## src/rtl/move_checker_seq_if.sv

```systemverilog
// Request, board-read and result signals of the sequential move checker.
// The slave modport is the checker; the master modport is its environment.
interface move_checker_seq_if #(
  parameter int unsigned COORD_W = 3,
  parameter int unsigned PIECE_W = 4
);
  logic                   req_valid;
  logic                   req_ready;
  logic [2*COORD_W-1:0]   req_start;
  logic [2*COORD_W-1:0]   req_end;
  logic [PIECE_W-1:0]     req_piece;
  logic                   rd_en;
  logic [2*COORD_W-1:0]   rd_addr;
  logic [PIECE_W-1:0]     rd_data;
  logic                   res_valid;
  logic                   res_ready;
  logic                   res_legal;
  logic [2:0]             res_reason;

  modport master (
    output req_valid, req_start, req_end, req_piece, rd_data, res_ready,
    input  req_ready, rd_en, rd_addr, res_valid, res_legal, res_reason
  );

  modport slave (
    input  req_valid, req_start, req_end, req_piece, rd_data, res_ready,
    output req_ready, rd_en, rd_addr, res_valid, res_legal, res_reason
  );
endinterface

```

## src/rtl/move_checker_seq.sv

```systemverilog
// Sequential move legality checker: classifies move geometry, walks the path one
// square per cycle through a synchronous board read port, then checks the destination.
module move_checker_seq #(
  parameter int unsigned COORD_W            = 3,
  parameter int unsigned PIECE_W            = 4,
  parameter bit          REJECT_OWN_CAPTURE = 1'b1
) (
  input logic             clk,
  input logic             reset,
  move_checker_seq_if.slave bus
);
  localparam logic [COORD_W-1:0] MaxCoord = '1;

  localparam logic [2:0] ReasonOk      = 3'd0;
  localparam logic [2:0] ReasonGeom    = 3'd1;
  localparam logic [2:0] ReasonBlocked = 3'd2;
  localparam logic [2:0] ReasonDest    = 3'd3;
  localparam logic [2:0] ReasonNull    = 3'd4;

  localparam logic [2:0] TypeNone   = 3'd0;
  localparam logic [2:0] TypePawn   = 3'd1;
  localparam logic [2:0] TypeKnight = 3'd2;
  localparam logic [2:0] TypeBishop = 3'd3;
  localparam logic [2:0] TypeRook   = 3'd4;
  localparam logic [2:0] TypeQueen  = 3'd5;
  localparam logic [2:0] TypeKing   = 3'd6;
  localparam logic [2:0] TypeBad    = 3'd7;

  typedef enum logic [2:0] {StIdle, StClassify, StWalk, StDest, StResult} state_e;

  state_e               state_q;
  logic [COORD_W-1:0]   sf_q, sr_q, ef_q, er_q;
  logic [PIECE_W-1:0]   piece_q;
  logic [COORD_W-1:0]   cur_f_q, cur_r_q, step_f_q, step_r_q, cnt_q;
  logic                 chk_q, dest_chk_q, pawn_q, diag_q;
  logic [2*COORD_W-1:0] last_addr_q;
  logic                 res_valid_q, res_legal_q;
  logic [2:0]           res_reason_q;

  logic [COORD_W-1:0]   dh, dv, dmax, step_f, step_r, home, n;
  logic [2:0]           ptype;
  logic                 white, is_null, fwd, straight, diag, rook_ok, bishop_ok, geom_ok;
  logic                 occupied, own, walk_hit, dest_ok, issue;
  logic                 unused_bits;

  // Move classification from the latched request.
  always_comb begin
    dh        = (ef_q > sf_q) ? ef_q - sf_q : sf_q - ef_q;
    dv        = (er_q > sr_q) ? er_q - sr_q : sr_q - er_q;
    dmax      = (dh > dv) ? dh : dv;
    step_f    = (ef_q > sf_q) ? COORD_W'(1) : ((ef_q < sf_q) ? MaxCoord : '0);
    step_r    = (er_q > sr_q) ? COORD_W'(1) : ((er_q < sr_q) ? MaxCoord : '0);
    ptype     = piece_q[2:0];
    white     = ~piece_q[PIECE_W-1];
    is_null   = ({er_q, ef_q} == {sr_q, sf_q}) || (ptype == TypeNone) || (ptype == TypeBad);
    fwd       = white ? (er_q > sr_q) : (er_q < sr_q);
    home      = white ? COORD_W'(1) : MaxCoord - COORD_W'(1);
    straight  = fwd && (dh == '0) &&
                ((dv == COORD_W'(1)) || ((dv == COORD_W'(2)) && (sr_q == home)));
    diag      = fwd && (dh == COORD_W'(1)) && (dv == COORD_W'(1));
    rook_ok   = (dh == '0) != (dv == '0);
    bishop_ok = (dh == dv);
    geom_ok   = 1'b0;
    n         = '0;
    case (ptype)
      TypePawn: begin
        geom_ok = straight || diag;
        n       = (straight && (dv == COORD_W'(2))) ? COORD_W'(1) : '0;
      end
      TypeKnight: geom_ok = ((dh == COORD_W'(1)) && (dv == COORD_W'(2))) ||
                            ((dh == COORD_W'(2)) && (dv == COORD_W'(1)));
      TypeBishop: begin
        geom_ok = bishop_ok;
        n       = dmax - COORD_W'(1);
      end
      TypeRook: begin
        geom_ok = rook_ok;
        n       = dmax - COORD_W'(1);
      end
      TypeQueen: begin
        geom_ok = rook_ok || bishop_ok;
        n       = dmax - COORD_W'(1);
      end
      TypeKing: geom_ok = (dmax == COORD_W'(1));
      default: ;
    endcase
  end

  // Board data checks; a blocking piece suppresses the read issued in the same cycle.
  always_comb begin
    occupied = (bus.rd_data[2:0] != TypeNone);
    own      = occupied && (bus.rd_data[PIECE_W-1] == piece_q[PIECE_W-1]);
    walk_hit = chk_q && occupied;
    if (pawn_q) begin
      dest_ok = diag_q ? (occupied && !own) : !occupied;
    end else begin
      dest_ok = !(REJECT_OWN_CAPTURE && own);
    end
    issue = ((state_q == StWalk) || ((state_q == StDest) && !dest_chk_q)) && !walk_hit;
  end

  assign unused_bits    = ^{bus.rd_data, piece_q};
  assign bus.rd_en      = issue;
  assign bus.rd_addr    = !issue ? last_addr_q :
                          (state_q == StDest) ? {er_q, ef_q} : {cur_r_q, cur_f_q};
  assign bus.req_ready  = (state_q == StIdle) && !reset;
  assign bus.res_valid  = res_valid_q;
  assign bus.res_legal  = res_legal_q;
  assign bus.res_reason = res_reason_q;

  always_ff @(posedge clk) begin
    if (reset) begin
      state_q      <= StIdle;
      sf_q         <= '0;
      sr_q         <= '0;
      ef_q         <= '0;
      er_q         <= '0;
      piece_q      <= '0;
      cur_f_q      <= '0;
      cur_r_q      <= '0;
      step_f_q     <= '0;
      step_r_q     <= '0;
      cnt_q        <= '0;
      chk_q        <= 1'b0;
      dest_chk_q   <= 1'b0;
      pawn_q       <= 1'b0;
      diag_q       <= 1'b0;
      last_addr_q  <= '0;
      res_valid_q  <= 1'b0;
      res_legal_q  <= 1'b0;
      res_reason_q <= ReasonOk;
    end else begin
      if (issue) last_addr_q <= bus.rd_addr;
      unique case (state_q)
        StIdle: begin
          if (bus.req_valid && bus.req_ready) begin
            {sr_q, sf_q} <= bus.req_start;
            {er_q, ef_q} <= bus.req_end;
            piece_q      <= bus.req_piece;
            state_q      <= StClassify;
          end
        end
        StClassify: begin
          pawn_q     <= (ptype == TypePawn);
          diag_q     <= diag;
          step_f_q   <= step_f;
          step_r_q   <= step_r;
          cur_f_q    <= sf_q + step_f;
          cur_r_q    <= sr_q + step_r;
          cnt_q      <= n;
          chk_q      <= 1'b0;
          dest_chk_q <= 1'b0;
          if (is_null || !geom_ok) begin
            res_valid_q  <= 1'b1;
            res_legal_q  <= 1'b0;
            res_reason_q <= is_null ? ReasonNull : ReasonGeom;
            state_q      <= StResult;
          end else begin
            state_q <= (n != '0) ? StWalk : StDest;
          end
        end
        StWalk: begin
          if (walk_hit) begin
            res_valid_q  <= 1'b1;
            res_legal_q  <= 1'b0;
            res_reason_q <= ReasonBlocked;
            state_q      <= StResult;
          end else begin
            cur_f_q <= cur_f_q + step_f_q;
            cur_r_q <= cur_r_q + step_r_q;
            cnt_q   <= cnt_q - COORD_W'(1);
            chk_q   <= 1'b1;
            if (cnt_q == COORD_W'(1)) state_q <= StDest;
          end
        end
        StDest: begin
          if (!dest_chk_q) begin
            if (walk_hit) begin
              res_valid_q  <= 1'b1;
              res_legal_q  <= 1'b0;
              res_reason_q <= ReasonBlocked;
              state_q      <= StResult;
            end else begin
              dest_chk_q <= 1'b1;
              chk_q      <= 1'b0;
            end
          end else begin
            res_valid_q  <= 1'b1;
            res_legal_q  <= dest_ok;
            res_reason_q <= dest_ok ? ReasonOk : ReasonDest;
            state_q      <= StResult;
          end
        end
        StResult: begin
          if (bus.res_ready) begin
            res_valid_q <= 1'b0;
            state_q     <= StIdle;
          end
        end
        default: state_q <= StIdle;
      endcase
    end
  end
endmodule

```

## src/flat_wrapper.sv

```systemverilog
// flat-port wrapper written by rule: the top's interface ports become plain ports
module move_checker_seq_flat 
#(
  parameter int unsigned COORD_W            = 3,
  parameter int unsigned PIECE_W            = 4,
  parameter bit          REJECT_OWN_CAPTURE = 1'b1
)
  (clk, reset, bus_req_valid, bus_req_start, bus_req_end, bus_req_piece, bus_rd_data, bus_res_ready, bus_req_ready, bus_rd_en, bus_rd_addr, bus_res_valid, bus_res_legal, bus_res_reason);
  move_checker_seq_if #(.COORD_W(COORD_W), .PIECE_W(PIECE_W)) bus_i ();
  input logic clk;
  input logic reset;
  input wire logic [$bits(bus_i.req_valid)-1:0] bus_req_valid;
  input wire logic [$bits(bus_i.req_start)-1:0] bus_req_start;
  input wire logic [$bits(bus_i.req_end)-1:0] bus_req_end;
  input wire logic [$bits(bus_i.req_piece)-1:0] bus_req_piece;
  input wire logic [$bits(bus_i.rd_data)-1:0] bus_rd_data;
  input wire logic [$bits(bus_i.res_ready)-1:0] bus_res_ready;
  output wire logic [$bits(bus_i.req_ready)-1:0] bus_req_ready;
  output wire logic [$bits(bus_i.rd_en)-1:0] bus_rd_en;
  output wire logic [$bits(bus_i.rd_addr)-1:0] bus_rd_addr;
  output wire logic [$bits(bus_i.res_valid)-1:0] bus_res_valid;
  output wire logic [$bits(bus_i.res_legal)-1:0] bus_res_legal;
  output wire logic [$bits(bus_i.res_reason)-1:0] bus_res_reason;
  assign bus_i.req_valid = bus_req_valid;
  assign bus_i.req_start = bus_req_start;
  assign bus_i.req_end = bus_req_end;
  assign bus_i.req_piece = bus_req_piece;
  assign bus_i.rd_data = bus_rd_data;
  assign bus_i.res_ready = bus_res_ready;
  assign bus_req_ready = bus_i.req_ready;
  assign bus_rd_en = bus_i.rd_en;
  assign bus_rd_addr = bus_i.rd_addr;
  assign bus_res_valid = bus_i.res_valid;
  assign bus_res_legal = bus_i.res_legal;
  assign bus_res_reason = bus_i.res_reason;
  move_checker_seq #(.COORD_W(COORD_W), .PIECE_W(PIECE_W), .REJECT_OWN_CAPTURE(REJECT_OWN_CAPTURE)) u_core (.clk(clk), .reset(reset), .bus(bus_i));
endmodule
```

## config.mk

```make
export PLATFORM = sky130hd
export DESIGN_NAME = move_checker_seq_flat
export DESIGN_NICKNAME = d
export VERILOG_FILES = /design/src/rtl/move_checker_seq_if.sv /design/src/rtl/move_checker_seq.sv /design/src/flat_wrapper.sv
export SDC_FILE = /design/constraint.sdc
export NUM_CORES = 1
export LEC_CHECK = 0
export ABC_AREA = 0
export ABC_CLOCK_PERIOD_IN_PS = 9800
export CAP_MARGIN = 5
export CORE_MARGIN = 10
export CORE_UTILIZATION = 50
export DETAILED_ROUTE_END_ITERATION = 16
export MAX_ROUTING_LAYER = met4
export PLACE_DENSITY = 0.82
export REMOVE_ABC_BUFFERS = 1
export SYNTH_ARGS = -nofsm -noshare
export SYNTH_HDL_FRONTEND = slang
export SYNTH_SLANG_ARGS = --single-unit
```

## constraint.sdc

```tcl
create_clock -name clk -period 9.8 [get_ports clk]
set_input_delay 1.47 -clock clk [delete_from_list [all_inputs] [get_ports clk]]
set_output_delay 1.47 -clock clk [all_outputs]
set_load 0.02 [all_outputs]
```

Word level (Yosys, flattened, before mapping)
Cells that the tools add are included.

word-level totals
  output and inout bits = 13
  register bits after elaboration = 49
  word-level logic and storage cells = 163
  input bits = 24

cells by class
  add/sub/neg operators = 10
  equal/unequal tests = 30
  reductions and logical operators = 46
  magnitude comparators = 5
  muxes and demuxes = 53

operators by type and width
  cell                                            number
  2-to-1 mux 3 bit                                22
  one-hot mux 3 bit (2 select lines)              4
  == test 3 x 1 -> 1 bit (second input constant)  6
  == test 3 x 2 -> 1 bit (second input constant)  6
  2-to-1 mux 1 bit                                17
  == test 3 bit (second input constant)           5
  logical AND 1 bit                               15
  one-hot mux 3 bit (5 select lines)              1
  adder 3 bit                                     4
  logical NOT 3 bit                               4
  2-to-1 mux 6 bit                                2
  subtractor 3 bit                                4
  inequality test 2 bit (second input constant)   5
  > comparator 3 bit                              3
  one-hot mux 3 bit (3 select lines)              1
  nonzero test 3 bit                              3
  logical OR 1 bit                                8
  AND reduction 4 bit                             2
  == test 3 bit                                   2
  == test 6 bit                                   1
  logical NOT 1 bit                               6
  less-than comparator 3 bit                      2
  one-hot mux 1 bit (3 select lines)              2
  one-hot mux 1 bit (6 select lines)              1
  14 further kinds                                18

Logic depth before layout (Yosys ltp)
  word-level depth = 13
  depth in mapped cells = 19
  depth with buffers taken out = 18

Worst setup path after synthesis
Ideal clock, no wire load.

  kind = in2out
  from = input bus_rd_data[1]
  to = output bus_rd_addr[1]
  setup slack = 5.463 ns
  data arrival time = 2.867 ns
  path buffers = 1
  required time = 8.330 ns
  cell stages on the path = 5
  cell sequence = or3_1 nand2_1 nand3_1 clkbuf_1 o21ai_0

between the ends
  word-level cells in the longest chain between the ends = 5

ends and longest elaborated chain
  what                line                     source
  start, declared     flat_wrapper.sv:16       input wire logic [$bits(bus_i.rd_data)-1:0] bus_rd_data;
  nonzero test 3 bit  move_checker_seq.sv:91   occupied = (bus.rd_data[2:0] != TypeNone);
  logical AND 1 bit   move_checker_seq.sv:93   walk_hit = chk_q && occupied;
  logical NOT 1 bit   move_checker_seq.sv:99   issue = ((state_q == StWalk) || ((state_q == StDest) && !dest_chk_q)) && !walk_hit;
  logical AND 1 bit   move_checker_seq.sv:99
  2-to-1 mux 6 bit    move_checker_seq.sv:104  assign bus.rd_addr = !issue ? last_addr_q :
  end, declared       flat_wrapper.sv:20       output wire logic [$bits(bus_i.rd_addr)-1:0] bus_rd_addr;

No other way between the ends.

Final worst setup path
  from = input bus_rd_data[1]
  to = output bus_rd_addr[5]

Same word-level chain as after synthesis.

==> impl_metrics.prom <==
# TYPE chip_impl_metric gauge
chip_impl_metric{name="die_x",unit="um"} 101
chip_impl_metric{name="timing.clock.skew",unit="ps"} 7.83
chip_impl_metric{name="globalplace.congestion",unit=""} 0.985
chip_impl_info{name="cp-start-kind",value="input port"} 1
chip_impl_info{name="worst_hold_path.endpoint",value="u_core.bus.res_reason[0]$_SDFFE_PP0P_"} 1
chip_impl_info{name="type_of_the_worst_setup_path",value="in -> out"} 1
chip_impl_metric{name="synth_async_sr_flop_share",unit=""} 0
chip_impl_metric{name="timing_worst_slew_pin_value",unit="ps"} 873
chip_impl_metric{name="timing.hold.worst_path_depth",unit=""} 2
chip_impl_metric{name="synth_top_area_share",unit=""} 0.284
chip_impl_info{name="run_status",value="finished, final reports clean"} 1
chip_impl_metric{name="synthesis_warnings",unit=""} 0
chip_impl_metric{name="drt_first_pass_iters",unit=""} 5
chip_impl_metric{name="p_per_area",unit="mW/mm^2"} 196
chip_impl_info{name="main_combinational_cell_family_by_area_after_synthesis",value="simple AND/OR/NAND/NOR gates"} 1
chip_impl_metric{name="cp.required",unit="ps"} 8330
chip_impl_metric{name="worst_path_max_stage_delay",unit="ps"} 650
chip_impl_metric{name="synth-edff-count",unit=""} 0
chip_impl_metric{name="design.core.area",unit="mm^2"} 0.00639
chip_impl_metric{name="initial_antenna_violation_count",unit=""} 0
chip_impl_metric{name="fin_tns_setup",unit="ps"} 0
chip_impl_metric{name="final_hold_viol_count",unit=""} 0
chip_impl_metric{name="wl_per_cell",unit="um"} 16.1
chip_impl_metric{name="mappedNetlistArea",unit="mm^2"} 0.00332
chip_impl_info{name="synthTopCellsByArea",value="dfxtp_1 28%, nand2_1 8.4%, ha_1 7.9%, fa_1 4.8%, o21ai_0 3.6%"} 1
chip_impl_metric{name="clkSinkCount",unit=""} 47
chip_impl_metric{name="portion_of_netlist_area_occupied_by_mux_cells",unit=""} 0.0343
chip_impl_metric{name="post_detail_place_hpwl",unit="mm"} 6.46
chip_impl_metric{name="grt_max_degree",unit=""} 38
chip_impl_metric{name="chipHeight",unit="um"} 101
chip_impl_metric{name="via_count",unit=""} 2988
chip_impl_metric{name="timing_max_transition_violations_final",unit=""} 0
chip_impl_metric{name="layout_setup_ws",unit="ps"} 4450
chip_impl_metric{name="synth_simple_gate_area_share",unit=""} 0.235
chip_impl_metric{name="worst_slew_margin_rel",unit=""} 0.418
chip_impl_metric{name="synth-compound-area-share",unit=""} 0.215
chip_impl_info{name="worst_path_most_repeated_cell",value="clkdlybuf4s50_1"} 1
chip_impl_metric{name="setup_violations",unit=""} 0
chip_impl_metric{name="cell_leakage_power",unit="uW"} 0.00149
chip_impl_info{name="cts.root.buffer_cell",value="clkbuf_8"} 1
chip_impl_metric{name="areaGrowthSynthToFinish",unit="%"} 14.4
chip_impl_metric{name="yosysUniqueCellTypes",unit=""} 64
chip_impl_metric{name="rrSetupSlack",unit="ps"} 5080
chip_impl_info{name="cp_cell_sequence",value="clkdlybuf4s50_1, or3_1, nand2_1, nand3_1, o21ai_0, clkdlybuf4s50_1"} 1
chip_impl_info{name="worst_path_max_delay_cell",value="clkdlybuf4s50_1"} 1
chip_impl_info{name="regToRegEndpoint",value="u_core.bus.res_reason[2]$_SDFFE_PP0P_"} 1
chip_impl_metric{name="max_cap_violations",unit=""} 0
chip_impl_metric{name="clock_tree.buffer_depth",unit=""} 2
chip_impl_info{name="final_cell_mix",value="74 x nand2_1, 47 x dfxtp_1, 36 x clkdlybuf4s50_1"} 1
chip_impl_metric{name="post_synth_xor_area_fraction",unit=""} 0.0343
chip_impl_metric{name="leftover_overflow_at_the_end_of_global_routing",unit=""} 0
chip_impl_info{name="tritoncts",value="done"} 1
chip_impl_info{name="grt_setup_unrepaired",value="false"} 1
chip_impl_metric{name="clock.fmax",unit="MHz"} 187
chip_impl_metric{name="post_cts_buffers",unit=""} 0
chip_impl_metric{name="grt_pass1_vias",unit=""} 2994
chip_impl_metric{name="drt_drc_violations_left",unit=""} 0
chip_impl_metric{name="layout-drive-gt1-share",unit=""} 0.0633
chip_impl_info{name="worst_hold_startpoint",value="u_core.bus.res_reason[0]$_SDFFE_PP0P_"} 1
chip_impl_metric{name="synth_adder_area_share",unit=""} 0.127
chip_impl_info{name="hold_path.class",value="reg -> reg"} 1
chip_impl_info{name="cell_family_with_most_cp_delay",value="buffers and inverters"} 1
chip_impl_metric{name="vdd_ir_drop_max",unit="mV"} 0.111
chip_impl_metric{name="cts-hold-fix-buffers",unit=""} 0
chip_impl_metric{name="mean_cell_area_of_the_mapped_netlist",unit="um^2"} 7.99
chip_impl_metric{name="ff2ff_path_depth",unit=""} 15
chip_impl_info{name="setup.worst_path.end_class",value="output port"} 1
chip_impl_metric{name="synth_cells",unit=""} 415
chip_impl_metric{name="routed_via_density",unit=""} 5.76
chip_impl_metric{name="clkLatencyLatePin",unit="ps"} 310
chip_impl_metric{name="post-route-min-period",unit="ps"} 5350
chip_impl_metric{name="pre_cts_slack",unit="ps"} 4450
chip_impl_metric{name="insertedDiodeCount",unit=""} 0
chip_impl_metric{name="rows",unit=""} 29
chip_impl_metric{name="path_buf_inv",unit=""} 2
chip_impl_metric{name="arr_time_crit_path",unit="ps"} 3880
chip_impl_metric{name="cts-buffers-inserted",unit=""} 5
chip_impl_metric{name="global_route.usage.total",unit=""} 0.172
chip_impl_metric{name="fin_nets",unit=""} 494
chip_impl_metric{name="placement.io_buffers",unit=""} 36
chip_impl_metric{name="synth-seq-area-share",unit=""} 0.284
chip_impl_metric{name="drt_iter0_markers",unit=""} 190
chip_impl_metric{name="cts_htree_levels",unit=""} 2
chip_impl_metric{name="grt_first_pass_wirelength",unit="mm"} 14.2
chip_impl_metric{name="starting_density_of_the_core",unit=""} 0.519
chip_impl_metric{name="finalCoreUtilization",unit=""} 0.594
chip_impl_metric{name="timing.critical_path.fanout_max",unit=""} 15
chip_impl_metric{name="timing.final.crit_share",unit=""} 0.546
chip_impl_info{name="synthDominantAreaCellType",value="dfxtp_1"} 1
chip_impl_info{name="reg2reg_from",value="u_core.ef_q[1]$_SDFFE_PP0P_"} 1
chip_impl_metric{name="ys_ff_latch",unit=""} 47
chip_impl_metric{name="die-area",unit="mm^2"} 0.0103
chip_impl_metric{name="postCtsResizedCells",unit=""} 0
chip_impl_metric{name="reg_clk_slew_reported_paths",unit="ps"} 90
chip_impl_info{name="leading_cell_type_in_the_layout_fill_and_taps_excluded",value="nand2_1"} 1
chip_impl_metric{name="totalWireLength",unit="mm"} 8.33
chip_impl_metric{name="drt.antenna.violating_nets",unit=""} 0
chip_impl_info{name="synth_flop_cell",value="dfxtp_1"} 1
chip_impl_metric{name="ios",unit=""} 37
==> state kept, by name (all words and copies together), names as in the netlist, 2 cells and up <==
name and count:
u_core.bus.res_reason 3, u_core.step_r_q 2, u_core.piece_q 4, u_core.last_addr_q 6
u_core.cur_f_q 3, u_core.cnt_q 3, u_core.step_f_q 2, u_core.sf_q 3
u_core.cur_r_q 3, u_core.ef_q 3, u_core.state_q 3, u_core.er_q 3
u_core.sr_q 3
==> synth_stat cells (all sizes together), types with 5 or more instances <==
cell type,count
a211oi,8
a21oi,19
and2,9
clkbuf,16
dfxtp,47
fa,8
ha,21
inv,32
mux2i,8
nand2,75
nand3,13
nor2,29
nor3,10
nor4,5
o21ai,26
o31ai,13
xnor2,6
xor2,7
==> per-stage QoR <==
step / hold WS [ps] / cells / cell area (um^2) / power, uW
floorplan: 435 / 397 / 3210 / 491
global placement: 452 / 511 / 3670 / 581
detailed placement: 453 / 511 / 3670 / 586
CTS: 467 / 519 / 3790 / 745
global route: 502 / 519 / 3790 / 802
finish: 464 / 519 / 3790 / 744
==> routing by layer <==
metal  global-route usage  vias to the layer above  part of all wire
met3               0.0361                       19             0.048
met4               0.0643                        0             0.025
li1                     -                     1501                 -
met1                0.206                     1386              0.44
met5                    -                        -                 0
met2                0.276                       82              0.48
==> cell type report <==
cell class / count / area (um^2)
clock buffer: 6 / 82.6
clock inverter: 2 / 38.8
fill: 592 / 2590
inverter: 32 / 123
multi-input combinational: 318 / 2150
sequential: 47 / 941
tap: 77 / 96.3
timing repair buffer: 37 / 368
==> report_power, final <==
part,internal [uW],switching [uW],total [uW]
Sequential,209,19.2,228
Combinational,146,214,360
Clock,84.0,71.9,156
Total,439,305,744
==> worst max-delay path by stage <==
| stage | to | start | cells past startpoint |
|---|---|---|---|
| floorplan | bus_rd_addr[0] | bus_rd_data[1] | 4 |
| global placement | bus_rd_addr[3] | bus_rd_data[1] | 6 |
| detailed placement | bus_rd_addr[1] | bus_rd_data[1] | 6 |
| CTS | bus_rd_addr[1] | bus_rd_data[1] | 6 |
| global route | bus_rd_addr[0] | bus_rd_data[1] | 6 |
| finish | bus_rd_addr[5] | bus_rd_data[1] | 6 |
==> tightest hold or removal path: cells and delay by family (launching register included) <==
| family | cells | cell delay, ps |
|---|---|---|
| flops | 1 | 320 |
| simple gates | 1 | 50 |
| compound gates | 1 | 60 |
==> logic make-up after synthesis <==
| family | after synthesis |
|---|---|
| fa+ha+maj | 29 |
| xor+xnor | 13 |
| compound gates | 98 |
| flops | 47 |
| mux | 11 |
| simple gates | 167 |
| buf+inv | 50 |
Note: power is estimated with default switching activity, not from simulation.
